==> src/rtl/regfile_wport_arbiter_pkg.sv <==
// Shared encodings and widths for the regfile write-port arbiter.
package regfile_wport_arbiter_pkg;

  localparam int unsigned STATE_DW = 18;
  localparam int unsigned INEX_DW  = 32;
  localparam int unsigned AW       = 12;

  localparam logic SEL_STATE = 1'b0;
  localparam logic SEL_INEX  = 1'b1;

  typedef enum logic [1:0] {
    ST_IDLE      = 2'd0,
    ST_DRAIN     = 2'd1,
    ST_STALL_REQ = 2'd2
  } arb_state_t;

endpackage

==> src/rtl/regfile_wport_arbiter_wr_fifo.sv <==
// Host write queue: synchronous FIFO with first-word fall-through head.
module regfile_wport_arbiter_wr_fifo #(
  parameter int unsigned DEPTH = 4,
  parameter int unsigned DW    = 45
) (
  input  logic                       clk,
  input  logic                       rst,
  input  logic                       i_push,
  input  logic [DW-1:0]              i_wdata,
  input  logic                       i_pop,
  output logic [DW-1:0]              o_rdata,
  output logic                       o_full,
  output logic                       o_empty,
  output logic [$clog2(DEPTH):0]     o_count
);

  localparam int unsigned PW = $clog2(DEPTH);
  localparam int unsigned CW = PW + 1;

  logic [DW-1:0] r_mem [DEPTH];
  logic [PW-1:0] r_wr_ptr;
  logic [PW-1:0] r_rd_ptr;
  logic [CW-1:0] r_count;

  logic w_full;
  logic w_empty;
  logic w_do_push;
  logic w_do_pop;

  assign w_full    = (r_count == CW'(DEPTH));
  assign w_empty   = (r_count == '0);
  // A full queue never accepts, even if the head leaves in the same cycle.
  assign w_do_push = i_push && !w_full;
  assign w_do_pop  = i_pop && !w_empty;

  assign o_rdata = r_mem[r_rd_ptr];
  assign o_full  = w_full;
  assign o_empty = w_empty;
  assign o_count = r_count;

  // Storage array; contents are don't-care until written.
  always_ff @(posedge clk) begin
    if (w_do_push) begin
      r_mem[r_wr_ptr] <= i_wdata;
    end
  end

  // Pointers and occupancy; reset discards everything queued.
  always_ff @(posedge clk) begin
    if (rst) begin
      r_wr_ptr <= '0;
      r_rd_ptr <= '0;
      r_count  <= '0;
    end else begin
      if (w_do_push) begin
        r_wr_ptr <= r_wr_ptr + PW'(1);
      end
      if (w_do_pop) begin
        r_rd_ptr <= r_rd_ptr + PW'(1);
      end
      case ({w_do_push, w_do_pop})
        2'b10:   r_count <= r_count + CW'(1);
        2'b01:   r_count <= r_count - CW'(1);
        default: r_count <= r_count;
      endcase
    end
  end

endmodule

==> src/rtl/regfile_wport_arbiter.sv <==
// Shares the state / InexRecur random write ports between accelerator
// write-back (always wins) and a queued host loader drained into idle cycles.
module regfile_wport_arbiter #(
  parameter int unsigned FIFO_DEPTH = 4,
  parameter int unsigned STARVE_MAX = 8,
  parameter int unsigned AW         = regfile_wport_arbiter_pkg::AW
) (
  input  logic                                           clk,
  input  logic                                           rst,
  input  logic                                           acc_we_state_i,
  input  logic [AW-1:0]                                  acc_waddr_state_i,
  input  logic [regfile_wport_arbiter_pkg::STATE_DW-1:0] acc_wdata_state_i,
  input  logic                                           acc_we_inex_i,
  input  logic [AW-1:0]                                  acc_waddr_inex_i,
  input  logic [regfile_wport_arbiter_pkg::INEX_DW-1:0]  acc_wdata_inex_i,
  input  logic                                           host_wvalid_i,
  output logic                                           host_wready_o,
  input  logic                                           host_wsel_i,
  input  logic [AW-1:0]                                  host_waddr_i,
  input  logic [regfile_wport_arbiter_pkg::INEX_DW-1:0]  host_wdata_i,
  output logic                                           ran_we_state_o,
  output logic [AW-1:0]                                  ran_w_addr_state_o,
  output logic [regfile_wport_arbiter_pkg::STATE_DW-1:0] ran_w_data_state_o,
  output logic                                           ran_we_InexRecur_o,
  output logic [AW-1:0]                                  ran_w_addr_InexRecur_o,
  output logic [regfile_wport_arbiter_pkg::INEX_DW-1:0]  ran_w_data_InexRecur_o,
  output logic                                           acc_stall_o,
  output logic [$clog2(FIFO_DEPTH):0]                    host_pending_o,
  output logic                                           conflict_o
);

  import regfile_wport_arbiter_pkg::*;

  localparam int unsigned CW = $clog2(FIFO_DEPTH) + 1;
  localparam int unsigned SW = $clog2(STARVE_MAX + 1);
  localparam int unsigned EW = 1 + AW + INEX_DW;

  typedef struct packed {
    logic               sel;
    logic [AW-1:0]      addr;
    logic [INEX_DW-1:0] data;
  } host_wr_t;

  host_wr_t      w_push_entry;
  host_wr_t      w_head;
  logic          w_full;
  logic          w_empty;
  logic [CW-1:0] w_count;
  logic [CW-1:0] w_count_nxt;
  logic          w_push;
  logic          w_pop;
  logic          w_head_valid;
  logic          w_head_blocked;
  logic          w_grant_state;
  logic          w_grant_inex;

  arb_state_t    r_state;
  logic [SW-1:0] r_starve;
  logic          r_acc_stall;
  logic          r_conflict;

  assign w_push_entry = '{sel: host_wsel_i, addr: host_waddr_i, data: host_wdata_i};

  regfile_wport_arbiter_wr_fifo #(
    .DEPTH (FIFO_DEPTH),
    .DW    (EW)
  ) u_wr_fifo (
    .clk     (clk),
    .rst     (rst),
    .i_push  (w_push),
    .i_wdata (w_push_entry),
    .i_pop   (w_pop),
    .o_rdata (w_head),
    .o_full  (w_full),
    .o_empty (w_empty),
    .o_count (w_count)
  );

  // Host handshake: accept whenever the queue has room.
  assign host_wready_o = !w_full;
  assign w_push        = host_wvalid_i && !w_full;

  // Head is eligible only when it exists; a head being flushed by reset never writes.
  assign w_head_valid   = !w_empty && !rst;
  // Only the write enable of the head's own target file can block it.
  assign w_head_blocked = (w_head.sel == SEL_INEX) ? acc_we_inex_i : acc_we_state_i;
  assign w_grant_state  = w_head_valid && (w_head.sel == SEL_STATE) && !acc_we_state_i;
  assign w_grant_inex   = w_head_valid && (w_head.sel == SEL_INEX) && !acc_we_inex_i;
  assign w_pop          = w_grant_state || w_grant_inex;

  assign w_count_nxt = w_count + CW'(w_push) - CW'(w_pop);

  // Port mux: write-back passes straight through, else the granted head, else idle zeros.
  always_comb begin
    ran_we_state_o         = acc_we_state_i || w_grant_state;
    ran_w_addr_state_o     = '0;
    ran_w_data_state_o     = '0;
    ran_we_InexRecur_o     = acc_we_inex_i || w_grant_inex;
    ran_w_addr_InexRecur_o = '0;
    ran_w_data_InexRecur_o = '0;
    if (acc_we_state_i) begin
      ran_w_addr_state_o = acc_waddr_state_i;
      ran_w_data_state_o = acc_wdata_state_i;
    end else if (w_grant_state) begin
      ran_w_addr_state_o = w_head.addr;
      ran_w_data_state_o = w_head.data[STATE_DW-1:0];
    end
    if (acc_we_inex_i) begin
      ran_w_addr_InexRecur_o = acc_waddr_inex_i;
      ran_w_data_InexRecur_o = acc_wdata_inex_i;
    end else if (w_grant_inex) begin
      ran_w_addr_InexRecur_o = w_head.addr;
      ran_w_data_InexRecur_o = w_head.data;
    end
  end

  // Drain FSM with saturating starvation counter, registered stall pulse and sticky conflict.
  always_ff @(posedge clk) begin
    if (rst) begin
      r_state     <= ST_IDLE;
      r_starve    <= '0;
      r_acc_stall <= 1'b0;
      r_conflict  <= 1'b0;
    end else begin
      r_acc_stall <= 1'b0;
      case (r_state)
        ST_IDLE: begin
          r_starve <= '0;
          if (w_push) begin
            r_state <= ST_DRAIN;
          end
        end
        ST_DRAIN: begin
          if (w_pop) begin
            r_starve <= '0;
            r_state  <= (w_count_nxt == '0) ? ST_IDLE : ST_DRAIN;
          end else if (w_head_valid) begin
            if (r_starve >= SW'(STARVE_MAX - 1)) begin
              r_starve    <= SW'(STARVE_MAX);
              r_state     <= ST_STALL_REQ;
              r_acc_stall <= 1'b1;
            end else begin
              r_starve <= r_starve + SW'(1);
            end
          end else begin
            r_starve <= '0;
            r_state  <= ST_IDLE;
          end
        end
        ST_STALL_REQ: begin
          // Head was granted; if write-back ignored the stall it still wins.
          r_starve <= '0;
          if (w_head_valid && w_head_blocked) begin
            r_conflict <= 1'b1;
          end
          r_state <= (w_count_nxt != '0) ? ST_DRAIN : ST_IDLE;
        end
        default: begin
          r_starve <= '0;
          r_state  <= ST_IDLE;
        end
      endcase
    end
  end

  assign acc_stall_o    = r_acc_stall;
  assign conflict_o     = r_conflict;
  assign host_pending_o = w_count;

endmodule

==> config.mk <==
export PLATFORM = sky130hd
export DESIGN_NAME = regfile_wport_arbiter
export DESIGN_NICKNAME = d
export VERILOG_FILES = /design/src/rtl/regfile_wport_arbiter_pkg.sv /design/src/rtl/regfile_wport_arbiter_wr_fifo.sv /design/src/rtl/regfile_wport_arbiter.sv
export SDC_FILE = /design/constraint.sdc
export NUM_CORES = 1
export LEC_CHECK = 0
export ABC_CLOCK_PERIOD_IN_PS = 7200
export CORE_MARGIN = 3
export CORE_UTILIZATION = 50
export CTS_BUF_LIST = sky130_fd_sc_hd__clkbuf_16
export DETAILED_ROUTE_END_ITERATION = 8
export MAX_ROUTING_LAYER = met4
export PLACE_DENSITY_LB_ADDON = 0.25
export SYNTH_ARGS = -nofsm -noshare
export SYNTH_HDL_FRONTEND = slang
export SYNTH_SLANG_ARGS = --single-unit
==> constraint.sdc <==
create_clock -name clk -period 7.2 [get_ports clk]
set_input_delay 2.16 -clock clk [delete_from_list [all_inputs] [get_ports clk]]
set_output_delay 2.16 -clock clk [all_outputs]
set_load 0.005 [all_outputs]
# Yosys cells after proc, flatten, opt, wreduce, memory -nomap -nowiden
# Memories as Yosys holds them, arrays and structs flattened. A register that Yosys moved wholly into a read port is not among the register bits.
# Index checks and enable logic that the tools add are counted.
[word_totals]
ff_bits = 15
mem_bits_rw = 180
input_bits = 124
memories = 1
[mem_list]
columns = ["memory", "depth", "word_bits", "read_ports", "rd_clocked_by_memory_dff", "write_ports", "line", "text"]
rows = [
  ["u_wr_fifo.r_mem", 4, 45, 1, 1, 1, "regfile_wport_arbiter_wr_fifo.sv:20", "logic [DW-1:0] r_mem [DEPTH];"],
]
[op_classes]
addsub = 7
order_cmp = 1
n_eq_ne = 7
mux = 23
bitwise_logic = 3
reduce_logical = 26
[ops]
columns = ["operator", "count"]
rows = [
  ["2-to-1 mux 32 bit", 2],
  ["2-to-1 mux 12 bit", 4],
  ["2-to-1 mux 18 bit", 2],
  ["2-to-1 mux 2 bit", 6],
  ["logical AND 1 bit", 9],
  ["logical NOT 3 bit", 2],
  ["2-to-1 mux 1 bit", 6],
  ["one-hot mux 2 bit (3 select lines)", 1],
  ["one-hot mux 3 bit (2 select lines)", 1],
  ["logical NOT 1 bit", 5],
  ["OR reduction 5 bit", 1],
  ["adder 2 x 1 -> 2 bit, second input constant", 2],
  ["adder 4 x 1 -> 4 bit, second input constant", 1],
  ["== test 2 x 1 -> 1 bit, second input constant", 2],
  ["== test 2 bit, second input constant", 2],
  ["greater-or-equal comparator 4 x 3 -> 1 bit, second input constant", 1],
  ["2-to-1 mux 4 bit", 1],
  ["!= test 4 x 3 -> 1 bit, second input constant", 1],
  ["AND reduction 2 bit", 2],
  ["OR reduction 4 bit", 1],
  ["adder 3 x 1 -> 3 bit", 1],
  ["adder 3 x 1 -> 3 bit, second input constant", 1],
  ["== test 3 bit, second input constant", 1],
  ["logical OR 1 bit", 3],
  ["7 further kinds", 9],
]

# Logic depth before layout (Yosys ltp)
# Gate-level depths: netlist of run 1.
[depth]
ltp_word = 11
mapped_depth = 13
ltp_nobuf = 11

# By module
# Synthesis of run 1 repeated with hierarchy kept, for this count alone.
[unflattened]
cells_unflattened = 428
area_unflattened_um2 = 8220.4
[by_module_without_submodules]
columns = ["module", "n_inst", "cells_each", "area_per_inst_um2", "seq_area_each_um2"]
rows = [
  ["regfile_wport_arbiter_wr_fifo", 1, 289, 7029.2, 5585.4],
  ["regfile_wport_arbiter", 1, 139, 1191.1, 160.2],
]

# Least setup slack after synthesis of run 1
# OpenSTA, ideal clock, no wires.
[synth_path]
kind = "input-to-output"
startpoint = "input port acc_we_state_i"
endpoint = "output port ran_w_addr_state_o[0]"
arrival_ns = 3.065
required_ns = 5.040
setup_slack_ns = 1.975
path_stages = 4
path_cell_list = "clkbuf_1 nor4_4 buf_6 a22o_1"
[synth_via]
elab_chain_len = 4
[synth_lines]
columns = ["element", "line", "text"]
rows = [
  ["start: declaration", "regfile_wport_arbiter.sv:10", "input logic acc_we_state_i,"],
  ["logical NOT 1 bit", "regfile_wport_arbiter.sv:87", "assign w_grant_state = w_head_valid && (w_head.sel == SEL_STATE) && !acc_we_state_i;"],
  ["logical AND 1 bit", "regfile_wport_arbiter.sv:87", ""],
  ["2-to-1 mux 12 bit", "regfile_wport_arbiter.sv:104", "end else if (w_grant_state) begin"],
  ["2-to-1 mux 12 bit (*)", "regfile_wport_arbiter.sv:101", "if (acc_we_state_i) begin"],
  ["end: declaration", "regfile_wport_arbiter.sv:22", "output logic [AW-1:0] ran_w_addr_state_o,"],
]
# Every way passes the cells marked *; elsewhere a longest branch is shown, timed or not.

# Worst setup path in the final report of run 1
[layout_path]
startpoint = "input port rst"
endpoint = "output port ran_w_data_InexRecur_o[30] (netlist bit)"
[layout_via]
elab_chain_len = 6
[layout_lines]
columns = ["element", "line", "text"]
rows = [
  ["start: declaration", "regfile_wport_arbiter.sv:9", "input logic rst,"],
  ["logical NOT 1 bit", "regfile_wport_arbiter.sv:84", "assign w_head_valid = !w_empty && !rst;"],
  ["logical AND 1 bit", "regfile_wport_arbiter.sv:84", ""],
  ["logical AND 1 bit (2 in series)", "regfile_wport_arbiter.sv:88", "assign w_grant_inex = w_head_valid && (w_head.sel == SEL_INEX) && !acc_we_inex_i;"],
  ["2-to-1 mux 32 bit", "regfile_wport_arbiter.sv:111", "end else if (w_grant_inex) begin"],
  ["2-to-1 mux 32 bit", "regfile_wport_arbiter.sv:108", "if (acc_we_inex_i) begin"],
  ["end: declaration", "regfile_wport_arbiter.sv:26", "output logic [regfile_wport_arbiter_pkg::INEX_DW-1:0] ran_w_data_InexRecur_o,"],
]
# No other way between the ends.

==> results of run 1 <==
## per-stage QoR
step           area [um2]  utilization (%)  cells  total power [W]  setup slack (ns)
2_1_floorplan        8190                -    427          0.00173              1.97
3_3_place_gp        10400             65.4    830          0.00197             0.683
3_5_place_dp        10400             65.4    830          0.00199             0.588
4_1_cts             11000             68.8    862          0.00285             0.577
5_1_grt             11000             68.8    862          0.00296             0.439
6_report            11000             68.9    863          0.00282             0.571
## area by class of cell
class	count	area share, %
well taps	216	2.46
flip-flops and latches	197	52.4
repair buffers	216	19.4
multi-input cells	188	20.3
diodes	1	0.0228
clock inverters	15	1.08
inverters	13	0.444
clock buffers	17	3.88
## where the power goes
group	switching [W]	internal (W)	total (W)
combinational	0.000269	0.000316	0.000585
sequential	0.0000297	0.00134	0.00137
clock	0.000393	0.000472	0.000865
## worst register-to-register path: cells and delay by family, from the launching register on
| family | cells | cell delay, ns |
|---|---|---|
| xor+xnor | 1 | 0.18 |
| compound gates | 3 | 0.71 |
| fa+ha+maj | 3 | 0.88 |
| buf+inv | 2 | 0.28 |
| simple gates | 3 | 1.16 |
| flops | 1 | 0.37 |
## sequential cells by signal, summed over array words and instances (netlist names), named ones only
register            flops
u_wr_fifo.r_wr_ptr      2
acc_stall_o             1
u_wr_fifo.r_rd_ptr      2
u_wr_fifo.o_count       3
conflict_o              1
u_wr_fifo.r_mem       180
r_starve                4
r_state                 2
## worst max path at each step
stage                                 end  slack [ns]  depth (start not counted)      startpoint
2_1_floorplan       ran_w_addr_state_o[0]        1.97                          4  acc_we_state_i
3_3_place_gp   ran_w_data_InexRecur_o[24]        0.68                          5             rst
3_5_place_dp   ran_w_data_InexRecur_o[30]        0.59                          5             rst
4_1_cts        ran_w_data_InexRecur_o[30]        0.58                          5             rst
5_1_grt        ran_w_data_InexRecur_o[30]        0.44                          5             rst
6_report       ran_w_data_InexRecur_o[30]        0.57                          5             rst
## layout by cell type, fill, tap and decap left out, types with 2 or more instances in the layout
cell type,instances
a21oi_1,4
a22o_1,74
and3_2,4
buf_4,11
clkbuf_16,17
clkdlybuf4s50_1,204
clkinv_4,3
clkinvlp_4,4
dfxtp_1,15
edfxtp_1,180
fa_1,2
ha_1,8
inv_1,17
mux2i_1,2
mux4_2,45
nand2_1,3
nand2b_1,2
nand3_1,2
nor2_1,11
nor3_1,2
nor3b_1,2
nor4_1,2
o31ai_1,2
or2_2,2
xnor2_1,2
xor2_1,3
## cells by family (layout without fill, tap and decap cells)
kind of cell / count (synthesis) / after routing / synth area share, %
other cells: 0 / 1 / 0
compound gates: 88 / 88 / 9.19
flops: 197 / 197 / 70.2
simple gates: 37 / 37 / 2.77
buf+inv: 42 / 261 / 2.71
xor+xnor: 6 / 6 / 0.810
mux: 47 / 47 / 12.6
fa+ha+maj: 10 / 10 / 1.71
## metal layers
layer	vias to the layer above	GRT usage (%)	wire (um)	share of wire, %
met4	0	5.94	252	1.4
met3	18	5.66	1040	5.8
met5	-	-	0	0
li1	2206	-	-	-
met1	2491	26.8	7370	41
met2	168	35.1	9310	52
==> impl_metrics.ini, run 1 <==
[cts]
clk_latency_ns = 0.42
h-tree-depth = 4
post_cts_buffers = 0
cts_resized = 0
cts_tree = done
cts-hold-fix-buffers = 0
cts_made_buffers = 17
cts_buffer_depth = 2
path_clk_slew_ns = 0.06
clkSinkCount = 197
cts_root_buf = clkbuf_16

[floorplan]
io_pins = 206
core_mm2 = 0.0159
num_rows = 46
die_h_um = 134
start_util_pct = 51.3
die_w_um = 134
die_area_mm2 = 0.0179

[setup_path]
critPathTopFamily = buffers and inverters
crit_type = primary input to primary output
rrSetupSlack_ns = 3.55
arrival_ns = 4.47
r2r_start = u_wr_fifo.o_count[2]
cp-start-kind = primary input
crit_top_cell = clkdlybuf4s50_1
reg2reg_depth = 12
crit_required_ns = 5.04
cp_cell_sequence = clkdlybuf4s50_1, nor4b_4, buf_4, a22o_1, clkdlybuf4s50_1
critPathSlowestCell = clkdlybuf4s50_1
max_stage_delay_ns = 0.73
critPathMaxFanout = 32
end_kind = primary output
r2r_end = r_state[0]
worstPathBufferInverterCount = 3

[min_path]
hold_end = r_starve[0]
hp-start = r_starve[0]
whs_path_depth = 1
worst_hold_path_type = flip-flop to flip-flop

[sta]
finClkSkew_ns = 0.00935
setup_viol = 0
finalCritPeriodShare_pct = 92.1
max_slew.worst_pin.slew_ns = 1.04
tns_ns = 0
hold_viol_final = 0
finalCriticalPeriod_ns = 6.63
rsz0062_at_grt = false
fmax_mhz = 151
slew_violations = 0
slew_headroom_pct = 30.4
fin_worst_hold_slack_ns = 0.460

[pwr]
vdd_drop_max_uv = 157
p_per_area_mw_per_mm2 = 257
leakagePower_nw = 3.63

[layout]
drive_gt1_share_pct = 15.0
area_growth_pct = 34.1
final_nets = 767
seqCellArea_mm2 = 0.00575
multi_input_comb_area_mm2 = 0.00223
num-fill-cells = 1094

[yosys]
synth-edff-count = 180
ys_types = 42
synth_area_mm2 = 0.00819
synth_most_common_cell = edfxtp_1
synth_seq_area_share_pct = 70.2
synth.top_cells.by_area = edfxtp_1, mux4_2, a22o_1
synth-main-ff-cell = edfxtp_1
ys_ff_latch = 197
synth.top_cells.by_count = edfxtp_1, a22o_1, mux4_2, dfxtp_1, clkbuf_1
syn_nets = 561
netlist_instances = 427
synth_top_area_share_pct = 66.0
ys_warn_count = 0
synth_async_sr_flop_share_pct = 0
netlist.top_cell.by_area = edfxtp_1
postSynthAreaPerCell_um2 = 19.2

[placed_design]
place_hpwl_um = 11300
port_buffers = 205
gp_congestion = 0.781

[detailed_routing]
num_vias = 4883
first_pass_iters = 4
routedWlPerCell_um = 20.8
drt_wl_total_um = 18000
drtIter0Drc = 389
drc = 0
vias_per_cell = 5.66
ant_nets = 0

[global_route]
antenna_found_initial = 0
grt_pass1_wl_um = 28300
grt_pass1_vias = 5133
grt_overflow = 0
track_usage_pct = 21.4
grt_max_degree = 48

[status]
status = complete, no violations

[flow_run]
cap_violations = 0
Power figures use the tool's default switching activity.
==> run 2: changes to the inputs <==
--- a/config.mk
+++ b/config.mk
@@ -10,6 +10,7 @@
 export CORE_UTILIZATION = 50
 export CTS_BUF_LIST = sky130_fd_sc_hd__clkbuf_16
 export DETAILED_ROUTE_END_ITERATION = 8
+export DONT_BUFFER_PORTS = 1
 export MAX_ROUTING_LAYER = met4
 export PLACE_DENSITY_LB_ADDON = 0.25
 export SYNTH_ARGS = -nofsm -noshare
==> impl_metrics.ini, run 2 (synthesis results as in run 1) <==
[status]
status = complete, no violations

[cts]
cts_root_buf = clkbuf_16
clk_latency_ns = 0.42
clkSinkCount = 197
path_clk_slew_ns = 0.06
cts-hold-fix-buffers = 0
cts_made_buffers = 17
h-tree-depth = 4
cts_buffer_depth = 2
cts_resized = 0
post_cts_buffers = 0
cts_tree = done

[global_route]
grt_overflow = 0
antenna_found_initial = 0
grt_pass1_vias = 4289
grt_max_degree = 48
track_usage_pct = 19.3
grt_pass1_wl_um = 25000

[sta]
max_slew.worst_pin.slew_ns = 1.05
finClkSkew_ns = 0.00863
fin_ws_ns = 1.45
tns_ns = 0
fmax_mhz = 174
slew_headroom_pct = 29.2
slew_violations = 0
finalCriticalPeriod_ns = 5.75
setup_viol = 0
rsz0062_at_grt = false
finalCritPeriodShare_pct = 79.8
hold_viol_final = 0

[floorplan]
die_h_um = 134
die_area_mm2 = 0.0179
num_rows = 46
die_w_um = 134
io_pins = 206
start_util_pct = 51.3
core_mm2 = 0.0159

[flow_run]
cap_violations = 0

[detailed_routing]
drtIter0Drc = 226
first_pass_iters = 4
num_vias = 4109
vias_per_cell = 6.28
drc = 0
ant_nets = 0
drt_wl_total_um = 16500
routedWlPerCell_um = 25.3

[placed_design]
port_buffers = 0
gp_congestion = 0.816
pre_cts_ws_ns = 1.47
place_hpwl_um = 9730
dp.cells = 622
placed_area_mm2 = 0.00836

[setup_path]
cp_cell_sequence = nor4_4, buf_4, a22o_1
critPathSlowestCell = nor4_4
cp-start-kind = primary input
crit_type = primary input to primary output
critPathMaxFanout = 33
arrival_ns = 3.59
max_stage_delay_ns = 0.80
end_kind = primary output
crit_required_ns = 5.04

[pwr]
leakagePower_nw = 2.84
vdd_drop_max_uv = 172
p_per_area_mw_per_mm2 = 299

[layout]
largest-register = u_wr_fifo.r_mem
largest_reg_flops = 180
layout.cells.non_filler = 654
fin_area_mm2 = 0.00892
most-common-layout-cells = edfxtp_1, a22o_1, mux4_2
final_nets = 559
drive_gt1_share_pct = 21.9
area_growth_pct = 8.93
final_common_cell = edfxtp_1
diodes = 0

[min_path]
worst_hold_path_type = flip-flop to flip-flop
[run 2: final timing paths]
kind         slack [ns]  depth (start not counted)                   from               endpoint
max reg2reg        3.10                         12              flip-flop             r_state[0]
min reg2reg        0.46                          1  u_wr_fifo.r_rd_ptr[1]              flip-flop
max                1.45                          3         acc_we_state_i  ran_w_data_state_o[3]
min                0.46                          1  u_wr_fifo.r_rd_ptr[1]              flip-flop
[run 2: stage by stage]
| step | util, % | total power (W) | hold slack [ns] |
|---|---|---|---|
| global placement | 52.4 | 0.00180 | 0.432 |
| global route | 55.9 | 0.00278 | 0.489 |
| detailed placement | 52.4 | 0.00181 | 0.448 |
| finish | 55.9 | 0.00267 | 0.456 |
| floorplan | - | 0.00173 | 0.418 |
| CTS | 55.9 | 0.00270 | 0.460 |
[run 2: routing by layer]
metal  GRT usage (%)  vias up  wire length (um)
li1                -     1780                 -
met2            31.2      178              8480
met5               -        -                 0
met4            5.71        0               175
met1            23.7     2134              6530
met3            6.04       17              1350
[run 2: final cells by class]
| class | count | area, um2 |
|---|---|---|
| fillers | 1247 | 7030 |
| inverters | 13 | 48.8 |
| clock inverters | 15 | 129 |
| clock buffers | 17 | 425 |
| repair buffers | 8 | 60.1 |
| flip-flops and latches | 197 | 5750 |
| well taps | 216 | 270 |
| multi-input cells | 188 | 2230 |
[run 2: where the power goes]
part / switching [W] / leakage [nW] / total [W] / internal, W
sequential: 0.0000307 / 1.79 / 0.00137 / 0.00134
clock: 0.000404 / 0.275 / 0.000884 / 0.000480
combinational: 0.000230 / 0.776 / 0.000409 / 0.000179
total: 0.000664 / 2.84 / 0.00267 / 0.00200
[run 2: critical path, delay by kind of cell]
kind	cells	cell delay, ns
AO/OA/AOI/OAI	1	0.21
buffers and inverters	1	0.41
AND/OR/NAND/NOR	1	0.80
==> run 3: changes to the inputs <==
--- a/config.mk
+++ b/config.mk
@@ -5,7 +5,7 @@
 export SDC_FILE = /design/constraint.sdc
 export NUM_CORES = 1
 export LEC_CHECK = 0
-export ABC_CLOCK_PERIOD_IN_PS = 7200
+export ABC_CLOCK_PERIOD_IN_PS = 5600
 export CORE_MARGIN = 3
 export CORE_UTILIZATION = 50
 export CTS_BUF_LIST = sky130_fd_sc_hd__clkbuf_16
==> constraint.sdc (replaced) <==
create_clock -name clk -period 5.6 [get_ports clk]
set_input_delay 1.68 -clock clk [delete_from_list [all_inputs] [get_ports clk]]
set_output_delay 1.68 -clock clk [all_outputs]
set_load 0.005 [all_outputs]
==> impl_metrics.ini, run 3 (synthesis results as in run 1) <==
[status]
status = complete, no violations

[layout]
num-fill-cells = 1236
multi_input_comb_area_mm2 = 0.00223
final_util_pct = 55.8
largest-register = u_wr_fifo.r_mem
final_common_cell = edfxtp_1
drive_gt1_share_pct = 21.9
area_growth_pct = 8.65
layout.cells.non_filler = 655
final_nets = 559
seqCellArea_mm2 = 0.00575
largest_reg_flops = 180
most-common-layout-cells = edfxtp_1, a22o_1, mux4_2

[cts]
cts_resized = 0
path_clk_slew_ns = 0.06
clkSinkCount = 197
h-tree-depth = 4
clk_latency_ns = 0.42
cts_buffer_depth = 2
cts_root_buf = clkbuf_16
post_cts_buffers = 0
cts-hold-fix-buffers = 0
cts_made_buffers = 17
cts_tree = done

[global_route]
antenna_found_initial = 1
track_usage_pct = 19.0
grt_busiest_layer = met2
use_met3_pct = 6.75
grt_max_degree = 48
grt_overflow = 0
grt_pass1_wl_um = 24400
met2_usage_pct = 30.2
grt_pass1_vias = 4233
grt_use_met1_pct = 23.3

[pwr]
leakagePower_nw = 2.83
p_per_area_mw_per_mm2 = 381
finalPower_w = 0.00339
vdd_drop_max_uv = 231

[detailed_routing]
ant_nets = 0
drtIter0Drc = 244
routedWlPerCell_um = 25.0
drt_wl_total_um = 16400
vias_per_cell = 6.27
first_pass_iters = 4
num_vias = 4106
drc = 0

[placed_design]
gp_congestion = 0.794
place_hpwl_um = 9910
dp.cells = 622
port_buffers = 0

[floorplan]
die_w_um = 134
die_h_um = 134
core_mm2 = 0.0159
start_util_pct = 51.3
io_pins = 206
num_rows = 46
die_area_mm2 = 0.0179

[setup_path]
crit_type = primary input to primary output
cp-start-kind = primary input
critPathTopFamily = buffers and inverters
worstPathBufferInverterCount = 1
critPathMaxFanout = 46
end_kind = primary output
arrival_ns = 2.80
critPathSlowestCell = buf_4
crit_required_ns = 3.92
max_stage_delay_ns = 0.54
cp_cell_sequence = nor4b_4, buf_4, a22o_1

[sta]
hold_viol_final = 0
slew_headroom_pct = 27.9
fin_worst_hold_slack_ns = 0.454
setup_viol = 0
tns_ns = 0
rsz0062_at_grt = false
fmax_mhz = 223
finClkSkew_ns = 0.00941
slew_violations = 0
finalCritPeriodShare_pct = 80.0
max_slew.worst_pin.slew_ns = 1.07
finalCriticalPeriod_ns = 4.48

[flow_run]
cap_violations = 0

[min_path]
worst_hold_path_type = flip-flop to flip-flop
## run 3: cell types whose count changed in the layout (fill, tap and decap cells not counted)
cell	before	now
clkinv_2	4	5
bufinv_16	1	0
diode_2	0	1
## run 3: cell type report
cell class | count | area share, %
flip-flops and latches | 197 | 64.7
multi-input cells | 188 | 25.1
repair buffers | 8 | 0.675
clock buffers | 17 | 4.78
inverters | 13 | 0.549
clock inverters | 15 | 1.17
well taps | 216 | 3.04
diodes | 1 | 0.0281
## run 3: metal layers
layer	vias to the layer above	part of all wire, %
li1	1786	-
met1	2115	40
met2	188	51
met3	17	8.0
met4	0	1.2
met5	-	0
## run 3: path summary, 6_finish.rpt
path                                   from                   endpoint  slack, ns  cells past startpoint
worst min register to register  r_starve[0]                r_starve[0]       0.45                      1
worst min-delay path            r_starve[0]                r_starve[0]       0.45                      1
worst max register to register    flip-flop                 r_state[0]       1.46                     12
worst max-delay path                    rst  ran_w_addr_InexRecur_o[2]       1.12                      3
## run 3: report_power, final
| part | internal [W] | switching [W] | total (W) | leakage [nW] |
|---|---|---|---|---|
| Sequential | 0.00173 | 0.0000580 | 0.00178 | 1.79 |
| Combinational | 0.000230 | 0.000277 | 0.000507 | 0.776 |
| Clock | 0.000571 | 0.000524 | 0.00109 | 0.265 |
## run 3: metrics by stage
step | instance area [um2] | setup slack [ns]
after CTS | 8890 | 1.10
after global placement | 8360 | 1.19
after detailed placement | 8360 | 1.11
final | 8890 | 1.12
after global routing | 8890 | 0.953
after floorplan | 8190 | 1.33
